--- src/rtl/stepper_pkg.sv ---
// Shared definitions for the line interpolator: APB register word indices
// (PADDR[4:2]), CTRL/STATUS bit positions, the sequencer state type, the
// PERIOD reset value and a 17-bit magnitude helper.
package stepper_pkg;

  // Register word indices; byte offsets are 0x00, 0x04, 0x08, 0x0C, 0x10.
  localparam logic [2:0] REG_DX     = 3'd0;
  localparam logic [2:0] REG_DY     = 3'd1;
  localparam logic [2:0] REG_PERIOD = 3'd2;
  localparam logic [2:0] REG_CTRL   = 3'd3;
  localparam logic [2:0] REG_STATUS = 3'd4;

  // CTRL write bits.
  localparam int CTRL_PUSH    = 0;
  localparam int CTRL_ABORT   = 1;
  localparam int CTRL_CLR_OVF = 2;

  // STATUS read bits; the queue count occupies [7:4].
  localparam int STAT_BUSY    = 0;
  localparam int STAT_FULL    = 1;
  localparam int STAT_OVF     = 2;
  localparam int STAT_CNT_LSB = 4;

  localparam int PERIOD_RST = 1000;

  typedef enum logic [1:0] {
    ST_IDLE,
    ST_LOAD,
    ST_RUN
  } state_t;

  // |v| as 17 bits, so -32768 becomes 32768 instead of overflowing.
  function automatic logic [16:0] abs17(input logic [15:0] v);
    logic [16:0] s;
    s = {v[15], v};
    return v[15] ? (~s + 17'd1) : s;
  endfunction

endpackage

--- src/rtl/cmd_fifo.sv ---
// Command queue: DEPTH x WIDTH synchronous FIFO with first-word fall-through.
// Ports: clk, rst_n (async active-low), push/wdata, pop/rdata, flush
// (drops everything, wins over push/pop), full, empty, count (0..DEPTH).
// A push while full is accepted only when a pop happens in the same cycle.
module cmd_fifo #(
  parameter int DEPTH = 4,
  parameter int WIDTH = 32
) (
  input  logic                         clk,
  input  logic                         rst_n,
  input  logic                         push,
  input  logic                         pop,
  input  logic                         flush,
  input  logic [WIDTH-1:0]             wdata,
  output logic [WIDTH-1:0]             rdata,
  output logic                         full,
  output logic                         empty,
  output logic [$clog2(DEPTH):0]       count
);

  localparam int AW = $clog2(DEPTH);
  localparam int CW = AW + 1;

  logic [WIDTH-1:0] mem [DEPTH];
  logic [AW-1:0]    wr_ptr, rd_ptr;
  logic             do_push, do_pop;

  assign full    = (count == CW'(DEPTH));
  assign empty   = (count == '0);
  assign do_push = push && (!full || pop);
  assign do_pop  = pop && !empty;
  assign rdata   = mem[rd_ptr];

  // NOTE: the storage array has no reset; pointers and count alone define
  // which entries are valid, and leaving it unreset lets it map to RAM.
  always_ff @(posedge clk) begin
    if (do_push && !flush) mem[wr_ptr] <= wdata;
  end

  // NOTE: all state is updated with non-blocking assignments so every
  // register samples pre-edge values regardless of statement order.
  always_ff @(posedge clk or negedge rst_n) begin
    if (!rst_n) begin
      wr_ptr <= '0;
      rd_ptr <= '0;
      count  <= '0;
    end else if (flush) begin
      wr_ptr <= '0;
      rd_ptr <= '0;
      count  <= '0;
    end else begin
      if (do_push) wr_ptr <= wr_ptr + 1'b1;
      if (do_pop)  rd_ptr <= rd_ptr + 1'b1;
      count <= count + CW'(do_push) - CW'(do_pop);
    end
  end

endmodule

--- src/rtl/line_interpolator.sv ---
// Two-axis Bresenham line interpolator with an APB3 register interface.
// Ports: PCLK, PRESERN (async active-low); APB3 PSEL/PENABLE/PWRITE/PADDR/
// PWDATA/PRDATA/PREADY/PSLVERR; step_req1/step_req2 one-cycle step strobes;
// dir1/dir2 direction (1 = negative); done one-cycle move-complete pulse.
// Commands {DX,DY} are queued in cmd_fifo and executed one after another,
// one tick every max(PERIOD,2) cycles.
// Build option: define LINE_INTERP_IRQ_EN to generate done; otherwise done
// is tied low.
module line_interpolator
  import stepper_pkg::*;
#(
  parameter int DEPTH    = 4,
  parameter int PERIOD_W = 16
) (
  input  logic        PCLK,
  input  logic        PRESERN,
  input  logic        PSEL,
  input  logic        PENABLE,
  input  logic        PWRITE,
  input  logic [31:0] PADDR,
  input  logic [31:0] PWDATA,
  output logic [31:0] PRDATA,
  output logic        PREADY,
  output logic        PSLVERR,
  output logic        step_req1,
  output logic        step_req2,
  output logic        dir1,
  output logic        dir2,
  output logic        done
);

  localparam int CW = $clog2(DEPTH) + 1;

  logic [15:0]         dx_q, dy_q;
  logic [PERIOD_W-1:0] period_q, eff_period, tick_cnt;
  logic                ovf;
  state_t              state;

  logic [2:0]  reg_idx;
  logic        wr_en, ctrl_wr, push_req, abort, clr_ovf, pop;
  logic [31:0] fifo_rdata;
  logic        full, empty;
  logic [CW-1:0] count;

  logic [16:0] adx, ady, major_c, minor_c;
  logic        x_major_c;
  logic [16:0] major, minor, err, remaining, err_sum;
  logic        x_major;
  logic        tick;
  logic        unused_ok;

  assign PREADY  = 1'b1;
  assign PSLVERR = 1'b0;

  assign reg_idx  = PADDR[4:2];
  assign wr_en    = PSEL && PENABLE && PWRITE;
  assign ctrl_wr  = wr_en && (reg_idx == REG_CTRL);
  assign push_req = ctrl_wr && PWDATA[CTRL_PUSH];
  assign abort    = ctrl_wr && PWDATA[CTRL_ABORT];
  assign clr_ovf  = ctrl_wr && PWDATA[CTRL_CLR_OVF];
  assign pop      = (state == ST_LOAD);

  assign unused_ok = ^{PADDR[31:5], PADDR[1:0], PWDATA[31:16]};

  cmd_fifo #(.DEPTH(DEPTH), .WIDTH(32)) u_fifo (
    .clk   (PCLK),
    .rst_n (PRESERN),
    .push  (push_req),
    .pop   (pop),
    .flush (abort),
    .wdata ({dx_q, dy_q}),
    .rdata (fifo_rdata),
    .full  (full),
    .empty (empty),
    .count (count)
  );

  // Head-of-queue decode used in LOAD; ties go to the x axis.
  assign adx       = abs17(fifo_rdata[31:16]);
  assign ady       = abs17(fifo_rdata[15:0]);
  assign x_major_c = (adx >= ady);
  assign major_c   = x_major_c ? adx : ady;
  assign minor_c   = x_major_c ? ady : adx;

  // A period below 2 would leave no setup time for dir, so clamp it. The
  // >= compare keeps a mid-move PERIOD reduction from skipping a tick.
  assign eff_period = (period_q < PERIOD_W'(2)) ? PERIOD_W'(2) : period_q;
  assign tick       = (tick_cnt >= eff_period - PERIOD_W'(1));
  assign err_sum    = err + minor;

  // Register file and overflow flag.
  always_ff @(posedge PCLK or negedge PRESERN) begin
    if (!PRESERN) begin
      dx_q     <= '0;
      dy_q     <= '0;
      period_q <= PERIOD_W'(PERIOD_RST);
      ovf      <= 1'b0;
    end else begin
      if (wr_en && reg_idx == REG_DX)     dx_q     <= PWDATA[15:0];
      if (wr_en && reg_idx == REG_DY)     dy_q     <= PWDATA[15:0];
      if (wr_en && reg_idx == REG_PERIOD) period_q <= PWDATA[PERIOD_W-1:0];
      if (clr_ovf) ovf <= 1'b0;
      // A push that coincides with a pop is accepted even when full.
      if (push_req && full && !pop) ovf <= 1'b1;
    end
  end

  // Sequencer: IDLE -> LOAD -> RUN -> LOAD/IDLE; strobes and dir registered.
  always_ff @(posedge PCLK or negedge PRESERN) begin
    if (!PRESERN) begin
      state     <= ST_IDLE;
      step_req1 <= 1'b0;
      step_req2 <= 1'b0;
      dir1      <= 1'b0;
      dir2      <= 1'b0;
      major     <= '0;
      minor     <= '0;
      err       <= '0;
      remaining <= '0;
      x_major   <= 1'b0;
      tick_cnt  <= '0;
    end else begin
      step_req1 <= 1'b0;
      step_req2 <= 1'b0;
      if (abort) begin
        state <= ST_IDLE;
      end else begin
        unique case (state)
          ST_IDLE: if (!empty) state <= ST_LOAD;
          ST_LOAD: begin
            dir1      <= fifo_rdata[31];
            dir2      <= fifo_rdata[15];
            major     <= major_c;
            minor     <= minor_c;
            err       <= major_c >> 1;
            remaining <= major_c;
            x_major   <= x_major_c;
            tick_cnt  <= '0;
            if (major_c == '0) state <= (count > CW'(1)) ? ST_LOAD : ST_IDLE;
            else               state <= ST_RUN;
          end
          ST_RUN: begin
            if (tick) begin
              tick_cnt <= '0;
              if (err_sum >= major) begin
                err       <= err_sum - major;
                step_req1 <= 1'b1;
                step_req2 <= 1'b1;
              end else begin
                err       <= err_sum;
                step_req1 <= x_major;
                step_req2 <= !x_major;
              end
              remaining <= remaining - 17'd1;
              if (remaining == 17'd1) state <= empty ? ST_IDLE : ST_LOAD;
            end else begin
              tick_cnt <= tick_cnt + 1'b1;
            end
          end
          default: state <= ST_IDLE;
        endcase
      end
    end
  end

`ifdef LINE_INTERP_IRQ_EN
  logic move_end, done_q;

  // A move ends on its last tick, or in LOAD for a zero-length command; it
  // only counts as done when nothing is left queued behind it.
  always_comb begin
    move_end = 1'b0;
    if (!abort) begin
      if (state == ST_LOAD && major_c == '0 && count == CW'(1)) move_end = 1'b1;
      if (state == ST_RUN && tick && remaining == 17'd1 && empty) move_end = 1'b1;
    end
  end

  always_ff @(posedge PCLK or negedge PRESERN) begin
    if (!PRESERN) done_q <= 1'b0;
    else          done_q <= move_end;
  end

  assign done = done_q;
`else
  assign done = 1'b0;
`endif

  // NOTE: PRDATA gets a default before the case so no path infers a latch.
  always_comb begin
    PRDATA = '0;
    unique case (reg_idx)
      REG_DX:     PRDATA = {{16{dx_q[15]}}, dx_q};
      REG_DY:     PRDATA = {{16{dy_q[15]}}, dy_q};
      REG_PERIOD: PRDATA = 32'(period_q);
      REG_STATUS: begin
        PRDATA[STAT_BUSY]                    = (state != ST_IDLE) || !empty;
        PRDATA[STAT_FULL]                    = full;
        PRDATA[STAT_OVF]                     = ovf;
        PRDATA[STAT_CNT_LSB+3:STAT_CNT_LSB]  = 4'(count);
      end
      default: PRDATA = '0;
    endcase
  end

endmodule

--- config.mk ---
export PLATFORM = sky130hd
export DESIGN_NAME = line_interpolator
export DESIGN_NICKNAME = d
export VERILOG_FILES = /design/src/rtl/stepper_pkg.sv /design/src/rtl/cmd_fifo.sv /design/src/rtl/line_interpolator.sv
export SDC_FILE = /design/constraint.sdc
export NUM_CORES = 1
export LEC_CHECK = 0
export ABC_CLOCK_PERIOD_IN_PS = 5950
export BUFFER_PORTS_ARGS = -buffer_cell sky130_fd_sc_hd__buf_2
export CAP_MARGIN = 10
export CORE_ASPECT_RATIO = 0.7
export CORE_UTILIZATION = 30
export CTS_BUF_LIST = sky130_fd_sc_hd__clkbuf_4 sky130_fd_sc_hd__clkbuf_8 sky130_fd_sc_hd__clkbuf_16
export DETAILED_ROUTE_END_ITERATION = 12
export PLACE_DENSITY_LB_ADDON = 0.25
export SKIP_CTS_REPAIR_TIMING = 1
export SYNTH_ARGS = -nofsm -noshare
export SYNTH_HDL_FRONTEND = slang
export SYNTH_SLANG_ARGS = --single-unit
--- constraint.sdc ---
create_clock -name PCLK -period 5.95 [get_ports PCLK]
set_input_delay 0.8925 -clock PCLK [delete_from_list [all_inputs] [get_ports PCLK]]
set_output_delay 0.8925 -clock PCLK [all_outputs]
set_load 0.02 [all_outputs]
* Word level (Yosys, flattened, before mapping)
Memories as Yosys holds them, arrays and structs flattened. Index checks and enable logic that the tools add are counted.
Storage, ports and cells: register bits 147, latch bits 0, RAM bits 128, ROM bits 0, input port bits 69, output and inout port bits 39, memories 1
Operators by class: add/sub/neg operators 11, $mul 0, div/mod/pow operators 0, order comparisons 5, equality and inequality tests 12, shift operators 0, mux-type cells 41, bitwise gates (word level) 3, reductions and logical operators 34
Memory list:
- u_fifo.mem | depth 4, bits a word 32, rd ports 1, clocked after memory_dff 0, wr ports 1, RTL line cmd_fifo.sv:24 | logic [WIDTH-1:0] mem [DEPTH];
Operator list (count):
- $mux 17 | 7
- $pmux 24 s3 | 1
- $pmux 17 s2 | 2
- $add 17x1->17 const B | 2
- $ge 17x17->1 | 2
- $not 17->17 | 2
- $mux 16 | 2
- $pmux 16 s2 | 1
- $mux 2 | 9
- $add 17x17->17 | 1
- $eq 17x1->1 const B | 1
- $logic_not 17->1 | 1
- $sub 17x1->17 const B | 1
- $sub 17x17->17 | 1
- $add 16x1->16 const B | 1
- $ge 16x16->1 | 1
- $lt 16x2->1 const B | 1
- $pmux 4 s4 | 1
- $sub 16x1->16 const B | 1
- $logic_and 1x1->1 | 14
- $mux 1 | 14
- $pmux 3 s4 | 1
- $reduce_bool 2->1 | 5
- $ne 3x2->1 const B | 3
- 20 further kinds | 31

* Longest topological paths before layout
An unclocked memory read counts as a cell.
depth in word-level cells 10, depth in mapped cells 25

* Hierarchy
Synthesis repeated with hierarchy kept, for this count alone.
Unflattened totals: cell total of the unflattened synthesis 1422, area total of the unflattened synthesis 15657.5 um^2
By module, submodules not included:
- line_interpolator | instances 1, cells each 1206, area an instance 10576.4 um^2, seq. area each 3510.9 um^2
- cmd_fifo | instances 1, cells each 216, area an instance 5081.1 um^2, seq. area each 4018.9 um^2

* Worst setup path before layout
OpenSTA, ideal clock, no wires.
path type reg-to-reg, start reg u_fifo.rd_ptr[0], end reg minor[6], setup time 132 ps, arrival time 4960 ps, path slack 858 ps, cell stages (with the launch flop) 23, cells stage by stage dfrtp_1 buf_6 buf_4 buf_6 mux4_2 inv_1 ha_1 inv_1 or4_1 o41ai_1 xor2_1 ha_1 a21o_1 a21o_1 a21oi_1 o31a_1 and2_4 buf_6 buf_6 clkbuf_1 nor2_1 a21oi_1 o21ai_1
On the way: word-level cells in the longest chain between the ends 6
Ends and longest elaborated chain:
- start: declaration | RTL line cmd_fifo.sv:25 | logic [AW-1:0] wr_ptr, rd_ptr;
- start signal: assignment | RTL line cmd_fifo.sv:53 | if (do_pop) rd_ptr <= rd_ptr + 1'b1;
- $mem_v2 4x32 *
- $not 17->17 | RTL line stepper_pkg.sv:36 | return v[15] ? (~s + 17'd1) : s;
- $add 17x1->17 | RTL line stepper_pkg.sv:36
- $mux 17 | RTL line stepper_pkg.sv:36
- $ge 17x17->1 | RTL line line_interpolator.sv:81 | assign x_major_c = (adx >= ady);
- $mux 17 * | RTL line line_interpolator.sv:83 | assign minor_c = x_major_c ? ady : adx;
- end signal: assignment | RTL line line_interpolator.sv:134 | minor <= minor_c;
- end: declaration | RTL line line_interpolator.sv:47 | logic [16:0] major, minor, err, remaining, err_sum;
Mark *: on every way between the ends. The rest lies on a longest branch, timed or not. A chain may end at the register's enable or synchronous reset.

* Final worst setup path
start reg u_fifo.rd_ptr[0], end reg err[8]
On the way: word-level cells in the longest chain between the ends 7
Ends and longest elaborated chain:
- $mem_v2 4x32 *
- $not 17->17 | RTL line stepper_pkg.sv:36
- $add 17x1->17 | RTL line stepper_pkg.sv:36
- $mux 17 | RTL line stepper_pkg.sv:36
- $ge 17x17->1 | RTL line line_interpolator.sv:81
- $mux 17 * | RTL line line_interpolator.sv:82 | assign major_c = x_major_c ? adx : ady;
- $pmux 17 s2 * | RTL line line_interpolator.sv:128 | unique case (state)
- end signal: assignment | RTL line line_interpolator.sv:135 | err <= major_c >> 1;
- end signal: assignment | RTL line line_interpolator.sv:146 | err <= err_sum - major;
- end signal: assignment | RTL line line_interpolator.sv:150 | err <= err_sum;
- end: declaration | RTL line line_interpolator.sv:47
Marks and branches as above.

==> Implementation_results.wiki <==
{| class="wikitable"
! Metric !! Value
|-
| GR Overflow Total || 0
|-
| Total number of nets in the final design || 1649
|-
| Core occupancy in the finished layout || approximately a third
|-
| Worst skew pair latency || roughly 0.6 ns
|-
| Maximum fanout along the worst path || 33
|-
| Total standard cell area after synthesis || between 15000 and 20000 µm²
|-
| Combinational family with the most area after synthesis || compound AO/OA/AOI/OAI gates
|-
| DR vias/cell || 5.24
|-
| IO Count || 108
|-
| FILL cells || 5091
|-
| Startpoint kind of the worst setup timing path || register
|-
| Critical Setup Path Class || reg -> reg
|-
| Total length of routed wires || about 43000 µm
|-
| Number of synthesized register bits || 275
|-
| Number of I/O port buffers || 59
|-
| Basic-gate share of the synthesized area counting and, or, nand and nor cells || 12.8%
|-
| Routability congestion estimate || about 0.87
|-
| Layout cells sized above 1 || 17.1%
|-
| Die height || roughly 190 µm
|-
| Worst slack at placement || 0.470 ns
|-
| Cell type with the largest total area after synthesis || edfxtp_1
|-
| Status || finished clean
|-
| Number of design-rule violations left by the first detailed-router iteration || 937
|-
| Cell with the largest stage delay on the worst path || or4_1
|-
| Finish-stage setup viols || 0
|-
| Number of synthesized flops with an enable pin || roughly 130
|-
| Mux contribution to synthesized area || 10.2%
|-
| Setup repair after global routing missed its margin || false
|-
| Buffer depth of the longest clock path || 3
|-
| Overall die area || 53300 µm²
|-
| Number of search-and-repair iterations in the first detailed-routing pass || 7
|-
| Initial core utilization || a little over 30%
|-
| Fraction of the yosys area taken by sequential cells || 48.0%
|-
| First-pass GRT wire length || ~67000 µm
|-
| Max-cap violations || 0
|-
| Endpoint type of the worst setup path || register
|-
| Worst slew pin tran || 1.04 ns
|-
| Achievable frequency || 180 MHz
|-
| Synthesized-area fraction occupied by adder cells || 7.00%
|-
| Cells along the critical path || mux4_2, inv_1, ha_1, inv_1, or4_1, o41ai_1, xor2_1, ha_1, nand4_1, nor2_1, a41o_1, a211oi_1, o31a_1, and2_4, buf_4, a21o_1, nand2_1, a22o_1
|-
| Final TNS setup || 0 ns
|-
| Routed via count || approximately 12k
|-
| Final antenna-violating net count || 0
|-
| Avg Synthesized Cell Area || 10.8 µm²
|-
| Total CTS buffers || 30
|-
| Number of antenna violations at the first check in global routing || 0
|-
| Synth Area in Compound Gates || 14.2%
|-
| Fraction of post-synthesis cell area in the top cell type by area || 24.5%
|-
| Count of pins over their slew limit || 0
|-
| Ys Warns || 0
|-
| Final cycle utilization of the critical path || 93.2%
|-
| Clock tree from TritonCTS || built
|-
| Average wire length per cell after detail routing || 19.7 µm
|-
| Parity-gate share of the synthesized area counting xor and xnor cells || 3.74%
|-
| Area occupied by multi-input gates || 7580 µm²
|-
| Clock tree root driver cell || clkbuf_16
|-
| Core Rows || 69
|-
| Area of the core || 51200 µm²
|-
| Worst stage delay on the critical path || ~0.67 ns
|-
| Required @ worst endpoint || 6.42 ns
|-
| Data arrival at the endpoint of the critical path || 6.01 ns
|-
| Most common flop cell mapped by yosys || dfrtp_1
|-
| Detail Placement HPWL || 30800 µm
|-
| Final setup skew || 0.0230 ns
|-
| HP Class || in -> async
|-
| Global router's overall resource usage || 16.3%
|-
| Logic depth of the worst register-to-register path || 18
|-
| Post-route worst setup slack || about 0.40 ns
|-
| Post-route DRC violation count || 0
|-
| X dimension of the die || 275 µm
|-
| Pin count of the biggest net entering global routing || 82
|-
| Layout overhead on the synthesized area || 13.2%
|-
| CTS sink cnt || 275
|-
| Clock transition time at the flip-flop clock pins of the worst setup and hold paths || 0.07 ns
|-
| Number of hold-slack violations in the final timing report || 0
|-
| Post-synthesis cell count || 1452
|-
| Worst rel slew slack || 30.5%
|-
| Number of unique standard cell types used by synthesis || 82
|-
| Proportion of synthesized flip-flops having asynchronous set or reset || between 50% and 60%
|-
| Vias in the first global route || 11.0k
|-
| Clock period minus worst slack || 5.55 ns
|-
| Htree depth || 1
|-
| Biggest area contributors in the synthesized netlist || edfxtp_1 24%, dfrtp_1 22%, ha_1 6.6%, mux4_2 4.6%, mux2_2 4.0%
|-
| Sequential standard cell area || 7530 µm²
|}
-- cell families (layout without fill, tap and decap cells) --
| family | Yosys count | in the layout |
|---|---|---|
| AOI/OAI and AO/OA | 355 | 355 |
| xor gates and xnor gates | 67 | 67 |
| buffers and inverters | 134 | 197 |
| DFF | 275 | 275 |
| other | 2 | 9 |
| muxes | 113 | 113 |
| and+or+nand+nor | 420 | 420 |
| adders and majority gates | 86 | 86 |
-- cell usage in the layout (no fill, tap or decap), types with 11 or more instances in the layout --
| cell type | count |
|---|---|
| mux2_2 | 56 |
| buf_2 | 58 |
| xnor2_1 | 38 |
| o21ai_1 | 32 |
| clkbuf_16 | 30 |
| nor2_1 | 120 |
| inv_1 | 51 |
| nor3_1 | 34 |
| dfrtp_1 | 140 |
| and2_1 | 16 |
| o21ai_0 | 71 |
| a21o_1 | 25 |
| nand2_1 | 111 |
| ha_1 | 83 |
| and3_1 | 17 |
| mux4_2 | 32 |
| buf_4 | 29 |
| a21oi_1 | 110 |
| edfxtp_1 | 128 |
| nand3_1 | 29 |
| mux2i_1 | 23 |
| o31ai_1 | 15 |
| xor2_1 | 29 |
| nand4_1 | 15 |
| nor4_1 | 11 |
| nand2b_1 | 15 |
-- through the flow --
stage / hold slack (ns) / std cells / cell area [µm²]
final: 0.362 / 2196 / 17800
after global routing: 0.433 / 2192 / 17800
after global placement: 0.465 / 2136 / 16700
after floorplan: 0.444 / 1455 / 15700
after detailed placement: 0.480 / 2136 / 16700
after CTS: 0.382 / 2192 / 17800
-- worst paths after layout --
path,from,to,slack (ns)
worst max-delay path,u_fifo.rd_ptr[0]$_DFFE_PN0P_,err[8]$_DFFE_PN0P_,0.40
worst min-delay path,PRESERN,tick_cnt[3]$_DFFE_PN0P_,0.36
worst max register to register,u_fifo.rd_ptr[0]$_DFFE_PN0P_,err[8]$_DFFE_PN0P_,0.40
worst min register to register,dir1$_DFFE_PN0P_,dir1$_DFFE_PN0P_,0.48
max in group asynchronous,PRESERN,err[7]$_DFFE_PN0P_,4.09
min in group PCLK,dir1$_DFFE_PN0P_,dir1$_DFFE_PN0P_,0.48
-- metal layers --
layer / routed length [µm] / up-vias / GRT usage [%] / share of wire, %
met1: 22500 / 5732 / 26.5 / 52
met2: 17500 / 288 / 22.4 / 41
met5: 0 / - / 0 / 0
met3: 2300 / 48 / 2.33 / 5.3
li1: - / 5439 / - / -
met4: 820 / 0 / 3.29 / 1.9
-- worst max-delay path: cells and delay by family, from the launching register on --
family	cells	cell delay [ns]
multiplexers	1	0.61
flip-flops	1	0.46
buffers and inverters	3	0.41
adder cells (fa/ha/maj)	2	0.49
XOR/XNOR	1	0.46
AO/OA/AOI/OAI	6	1.69
AND/OR/NAND/NOR	5	1.30
-- sequential cells by signal (all words and copies together) (netlist names) --
signal / cells
err: 17
u_fifo.rd_ptr: 2
u_fifo.wr_ptr: 2
tick_cnt: 16
u_fifo.mem: 128
minor: 17
state: 2
step_req1: 1
major: 17
period_q: 16
dx_q: 16
dir2: 1
remaining: 17
u_fifo.count: 3
dy_q: 16
step_req2: 1
ovf: 1
x_major: 1
dir1: 1
-- Yosys cell counts (4+ instances only) --
cell type,number
dfrtp_1,141
edfxtp_1,128
nor2_1,121
nand2_1,112
a21oi_1,110
ha_1,83
o21ai_0,71
mux2_2,56
inv_1,51
clkbuf_1,46
xnor2_1,38
nor3_1,35
mux4_2,32
o21ai_1,32
nand3_1,29
xor2_1,29
a21o_1,25
mux2i_1,23
buf_4,19
and3_1,17
and2_1,16
nand2b_1,15
nand4_1,15
o31ai_1,15
nor4_1,11
a211oi_1,10
nor2b_1,10
a31oi_1,9
o211ai_1,9
o21a_1,9
or3_1,9
buf_2,7
buf_1,6
dfstp_2,6
a22o_1,5
buf_6,5
o22ai_1,5
or2_2,5
or4_1,5
a211o_1,4
a22oi_1,4
a41oi_1,4
o2bb2ai_1,4
o41ai_1,4
-- final cells by class --
cell class | instances | area share, %
Multi-Input combinational cell | 1046 | 42.6
Sequential cell | 275 | 42.4
Tap cell | 674 | 4.75
Clock buffer | 38 | 4.56
Timing Repair Buffer | 90 | 3.15
Clock inverter | 18 | 1.37
Inverter | 51 | 1.08
Antenna cell | 4 | 0.0563
Power is not shown: default switching activity piles up to over one toggle a cycle in this logic, so the estimate is an artifact.
